<file path="config.mk">
export PLATFORM = sky130hd
export DESIGN_NAME = pipeline_stall_ctrl
export DESIGN_NICKNAME = d
export VERILOG_FILES = /design/src/rtl/pipeline_stall_ctrl.sv
export SDC_FILE = /design/constraint.sdc
export NUM_CORES = 1
export LEC_CHECK = 0
export CORE_MARGIN = 5
export CORE_UTILIZATION = 45
export DETAILED_ROUTE_END_ITERATION = 6
export DONT_BUFFER_PORTS = 1
export GPL_TIMING_DRIVEN = 1
export PLACE_DENSITY = 0.67
export SYNTH_ARGS = -nofsm -noshare
export SYNTH_HDL_FRONTEND = slang
export SYNTH_SLANG_ARGS = --single-unit
</file>
<file path="constraint.sdc">
create_clock -name clk -period 5.8 [get_ports clk]
set_input_delay 0.58 -clock clk [delete_from_list [all_inputs] [get_ports clk]]
set_output_delay 0.58 -clock clk [all_outputs]
set_load 0.01 [all_outputs]
</file>
<file path="src/rtl/pipeline_stall_ctrl.sv">
// Interlock controller: maps hazard/branch/SRAM-wait inputs to per-stage freeze, flush and bubble controls.
// Controls are combinational (Mealy). Counters and sticky flags update one cycle after the cause.
module pipeline_stall_ctrl #(
  parameter int CNT_W       = 16,
  parameter int MEM_TIMEOUT = 255
) (
  input  logic             clk,
  input  logic             rst,
  input  logic             hazard_detected,
  input  logic             branch_taken,
  input  logic             mem_access,
  input  logic             mem_ready,
  input  logic             perf_clear,
  output logic             pc_freeze,
  output logic             if_id_freeze,
  output logic             if_id_flush,
  output logic             id_ex_freeze,
  output logic             id_ex_bubble,
  output logic             ex_mem_freeze,
  output logic             mem_wb_bubble,
  output logic [1:0]       state,
  output logic [CNT_W-1:0] stall_count,
  output logic [CNT_W-1:0] flush_count,
  output logic [CNT_W-1:0] mem_wait_count,
  output logic             hazard_error,
  output logic             mem_timeout
);

  typedef enum logic [1:0] {
    RUN        = 2'd0,
    LOAD_STALL = 2'd1,
    MEM_WAIT   = 2'd2
  } state_t;

  localparam logic [CNT_W-1:0] CNT_MAX     = '1;
  localparam logic [16:0]      TIMEOUT_LIM = 17'(MEM_TIMEOUT);

  state_t      cur_state;
  state_t      nxt_state;
  logic        sel_mem;
  logic        sel_br;
  logic        sel_hz;
  logic [15:0] wait_cnt;
  logic [16:0] wait_inc;
  logic        in_wait;
  logic        timeout_hit;
  logic        repeat_hazard;

  assign state = cur_state;

  // One class per cycle: memory wait beats branch beats hazard.
  always_comb begin
    sel_mem = mem_access & ~mem_ready;
    sel_br  = ~sel_mem & branch_taken;
    sel_hz  = ~sel_mem & ~branch_taken & hazard_detected;
  end

  always_ff @(posedge clk or posedge rst) begin
    if (rst) cur_state <= RUN;
    else     cur_state <= nxt_state;
  end

  always_comb begin
    nxt_state     = RUN;
    pc_freeze     = 1'b0;
    if_id_freeze  = 1'b0;
    if_id_flush   = 1'b0;
    id_ex_freeze  = 1'b0;
    id_ex_bubble  = 1'b0;
    ex_mem_freeze = 1'b0;
    mem_wb_bubble = 1'b0;
    if (sel_mem) begin
      nxt_state     = MEM_WAIT;
      pc_freeze     = 1'b1;
      if_id_freeze  = 1'b1;
      id_ex_freeze  = 1'b1;
      ex_mem_freeze = 1'b1;
      mem_wb_bubble = 1'b1;
    end else if (sel_br) begin
      nxt_state    = RUN;
      if_id_flush  = 1'b1;
      id_ex_bubble = 1'b1;
    end else if (sel_hz) begin
      nxt_state    = LOAD_STALL;
      pc_freeze    = 1'b1;
      if_id_freeze = 1'b1;
      id_ex_bubble = 1'b1;
    end
  end

  // wait_cnt only advances once already in MEM_WAIT, so the flag needs MEM_TIMEOUT+1 wait cycles.
  assign in_wait       = (cur_state == MEM_WAIT) & sel_mem;
  assign wait_inc      = {1'b0, wait_cnt} + 17'd1;
  assign timeout_hit   = in_wait & (wait_inc >= TIMEOUT_LIM);
  assign repeat_hazard = (cur_state == LOAD_STALL) & sel_hz;

  always_ff @(posedge clk or posedge rst) begin
    if (rst) begin
      wait_cnt <= 16'd0;
    end else if (in_wait) begin
      if (wait_cnt != 16'hFFFF) wait_cnt <= wait_inc[15:0];
    end else begin
      wait_cnt <= 16'd0;
    end
  end

  function automatic logic [CNT_W-1:0] sat_inc(input logic [CNT_W-1:0] v);
    return (v == CNT_MAX) ? v : v + CNT_W'(1);
  endfunction

  always_ff @(posedge clk or posedge rst) begin
    if (rst) begin
      stall_count    <= '0;
      flush_count    <= '0;
      mem_wait_count <= '0;
      hazard_error   <= 1'b0;
      mem_timeout    <= 1'b0;
    end else if (perf_clear) begin
      stall_count    <= '0;
      flush_count    <= '0;
      mem_wait_count <= '0;
      hazard_error   <= 1'b0;
      mem_timeout    <= 1'b0;
    end else begin
      if (sel_hz)        stall_count    <= sat_inc(stall_count);
      if (sel_br)        flush_count    <= sat_inc(flush_count);
      if (sel_mem)       mem_wait_count <= sat_inc(mem_wait_count);
      if (repeat_hazard) hazard_error   <= 1'b1;
      if (timeout_hit)   mem_timeout    <= 1'b1;
    end
  end

endmodule
</file>
==> summary.md <==
| Metric | Value |
|---|---|
| Crit Path Class | `reg -> reg` |
| Core Util, Final | `0.495` |
| Fill cell count | `just over 700` |
| Crit path buf inv count | `0` |
| Core Region | `between 7000 and 8000 um2` |
| Synth top area share | `0.477` |
| Number of global-route vias before repair | `2570` |
| Post-CTS Resized | `0` |
| Crit share post-route | `0.394` |
| Initial antenna violation count | `0` |
| CP Cell Sequence | `ha_1 -> nand2_1 -> or3_1 -> nor2_4 -> nand3_2 -> xnor2_1 -> nor2_1` |
| Ys Warns | `0` |
| WL final | `about 7.8 mm` |
| Worst EP arrival | `approximately 2500 ps` |
| Starting DRT DRC Count | `101` |
| Seq cells post-synth | `68` |
| H-tree depth | `3` |
| Clock Path Buffers | `2` |
| Mapped Area | `~3600 um2` |
| Post-Place Cell Area | `about 3600 um2` |
| Mapped Avg Cell Area | `just under 10 um2` |
| Clock insertion delay at the later pin of the skew report | `350 ps` |
| Io pins | `66` |
| Clk slew on worst S/H paths | `70 ps` |
| Area of the multi-input gates | `roughly 1800 um2` |
| Leakage power | `approximately 1.6 nW` |
| Number of buffers added on ports | `0` |
| Rows | `32` |
| Pins Over Slew Limit | `0` |
| Outcome | `finished clean` |
| TritonRoute pass-1 iters | `5` |
| Relative slew slack | `0.366` |
| Top cell family by delay on the critical path | `simple AND/OR/NAND/NOR gates` |
| Min cycle time layout | `~2300 ps` |
| Via/cell ratio | `around 5.5` |
| Synth cell count leaders | `dfrtp_1 (68), nor2_1 (63), xor2_1 (35)` |
| Number of setup buffers added after CTS | `0` |
| Register Area | `about 1700 um2` |
| Final Hold Viols | `0` |
| Post-synthesis sequential area ratio | `0.477` |
| # DRC | `0` |
| Vias | `around 2600` |
| Fin Hold WS | `about 290 ps` |
| Cts hold-fix bufs | `0` |
| N_diodes | `0` |
| Slew @ Worst Pin | `between 900 and 1000 ps` |
| Die height | `~99 um` |
| Top cells by area, synth | `dfrtp_1 (48%), xor2_1 (8.6%), nor2_1 (6.6%), xnor2_1 (5.6%), nand4_1 (3.2%)` |
| Worst-path maximum fanout | `14` |
| Distinct cells, synth | `46` |
| Dpl hpwl | `between 5 and 6 mm` |
| First-pass GRT wire length | `13.0 mm` |
| Chip width | `between 90 and 100 um` |
| Worst EP required | `6020 ps` |
| Gr usage total | `0.164` |
| CTS tree | `built` |
| Count leader, synth | `dfrtp_1` |
| Max-Cap Viols | `0` |
| Post-synth top area cell | `dfrtp_1` |
| Achievable Freq | `about 0.44 GHz` |
| Largest net degree at the start of global routing | `69` |
| Clock skew | `slightly above 9 ps` |
| GR Overflow Total | `0` |
| Reg-to-reg slack, setup | `about 3500 ps` |
| Mapped Cells | `between 300 and 400` |
| Asr flop ratio synth | `1.00` |
| Clk root buf | `clkbuf_8` |
| Design area | `~3800 um2` |
| Worst vdd ir | `approximately 0.14 mV` |
| Power Dens Cells | `roughly 240 nW/um2` |
| Area Overhead vs Synth | `7.15%` |
| CP peak stage delay | `a little under 500 ps` |
| Final setup TNS | `0 ps` |
| Layout cells sized above 1 | `0.0845` |
| TritonCTS Buffers | `9` |
| Syn nets | `between 300 and 400` |
| Routability Congestion | `between 0.8 and 0.9` |
| RSZ-0062 raised after global routing | `false` |
| Clock sink total | `68` |
| Setup violators final | `0` |
| Detail Route Antenna Nets | `0` |
| Worst hold path type | `in -> reg` |
| DIE AREA | `between 9000 and 10000 um2` |
| DR WL/cell | `16.6 um` |
| Fin nets | `around 380` |
| Slowest-stage cell, CP | `or3_1` |
| Dominant synthesized flop cell | `dfrtp_1` |
| CP startpoint kind | `register` |
| Post-synth EDFFs | `0` |
| Crit end category | `register` |
| Initial Util | `0.462` |
per-layer routing:
layer / GRT usage / up-vias / share of wire
met5: 0 / - / 0
met4: 0.0599 / 0 / 0.017
met3: 0.0679 / 9 / 0.072
met2: 0.259 / 65 / 0.47
met1: 0.202 / 1261 / 0.44
li1: - / 1256 / -
worst reg2reg max path: stages (launching register included):
cell and delay, ps:
dfrtp_1 460, ha_1 310, nand2_1 90, or3_1 490, nor2_4 180, nand3_2 300, xnor2_1 270, nor2_1 50
cell usage in the layout, fill, tap and decap left out, drive strengths merged, types with 2 or more instances in the layout:
master / Yosys / layout
nor2: 64 / 64
nand3: 22 / 22
and2: 3 / 3
nand2: 24 / 24
a211oi: 3 / 3
ha: 5 / 5
nor3: 8 / 8
and4: 5 / 5
nor4b: 3 / 3
dfrtp: 68 / 68
nor4: 4 / 4
o21ai: 2 / 2
or3: 4 / 4
nor2b: 3 / 3
and3: 16 / 16
a31oi: 3 / 3
xnor2: 23 / 23
mux2i: 4 / 4
nand4: 19 / 19
clkbuf: 9 / 11
a21oi: 16 / 16
inv: 6 / 6
clkinv: 0 / 3
xor2: 35 / 35
cell type report:
type                    count  share of cell area
multi-input cells         277               0.462
flip-flops and latches     68               0.445
clock buffers              11              0.0396
well taps                 102              0.0334
clock inverters             4              0.0128
inverters                   6             0.00589
repair buffers              1             0.00196
state kept, by name (all words and copies together) (netlist names):
| name | cells |
|---|---|
| flush_count | 16 |
| hazard_error | 1 |
| mem_timeout | 1 |
| mem_wait_count | 16 |
| stall_count | 16 |
| state | 2 |
| wait_cnt | 16 |
where the power goes:
| group | switching [W] | leakage (nW) | internal (W) |
|---|---|---|---|
| Sequential | 0.00000731 | 0.946 | 0.000478 |
| Clock | 0.000183 | 0.105 | 0.000219 |
| Combinational | 0.0000222 | 0.582 | 0.00000726 |
| Total | 0.000213 | 1.63 | 0.000704 |
per-stage QoR:
step | cells | setup WS [ps] | power [W]
floorplan | 368 | 3510 | 0.000522
global placement | 454 | 3430 | 0.000524
detailed placement | 454 | 3340 | 0.000525
CTS | 469 | 3510 | 0.000931
global route | 469 | 3280 | 0.000955
finish | 469 | 3520 | 0.000917
final timing paths:
path | from | endpoint | cells after the start
worst min register to register | wait_cnt[15]$_DFFE_PP0P_ | wait_cnt[15]$_DFFE_PP0P_ | 1
max in group asynchronous | rst | flush_count[7]$_DFFE_PP0P_ | 2
worst min-delay path | perf_clear | flush_count[1]$_DFFE_PP0P_ | 1
worst max-delay path | wait_cnt[0]$_DFFE_PP0P_ | wait_cnt[0]$_DFFE_PP0P_ | 7
min in group asynchronous | rst | mem_wait_count[1]$_DFFE_PP0P_ | 2
worst max register to register | wait_cnt[0]$_DFFE_PP0P_ | wait_cnt[0]$_DFFE_PP0P_ | 7
logic make-up after synthesis:
| group | count (synthesis) | synth area share |
|---|---|---|
| fa+ha+maj | 5 | 0.0175 |
| buf+inv | 23 | 0.0287 |
| compound gates | 29 | 0.0515 |
| simple gates | 181 | 0.272 |
| flops | 68 | 0.477 |
| xor+xnor | 58 | 0.142 |
| mux | 4 | 0.0112 |
Note: power is estimated with default switching activity, not from simulation.
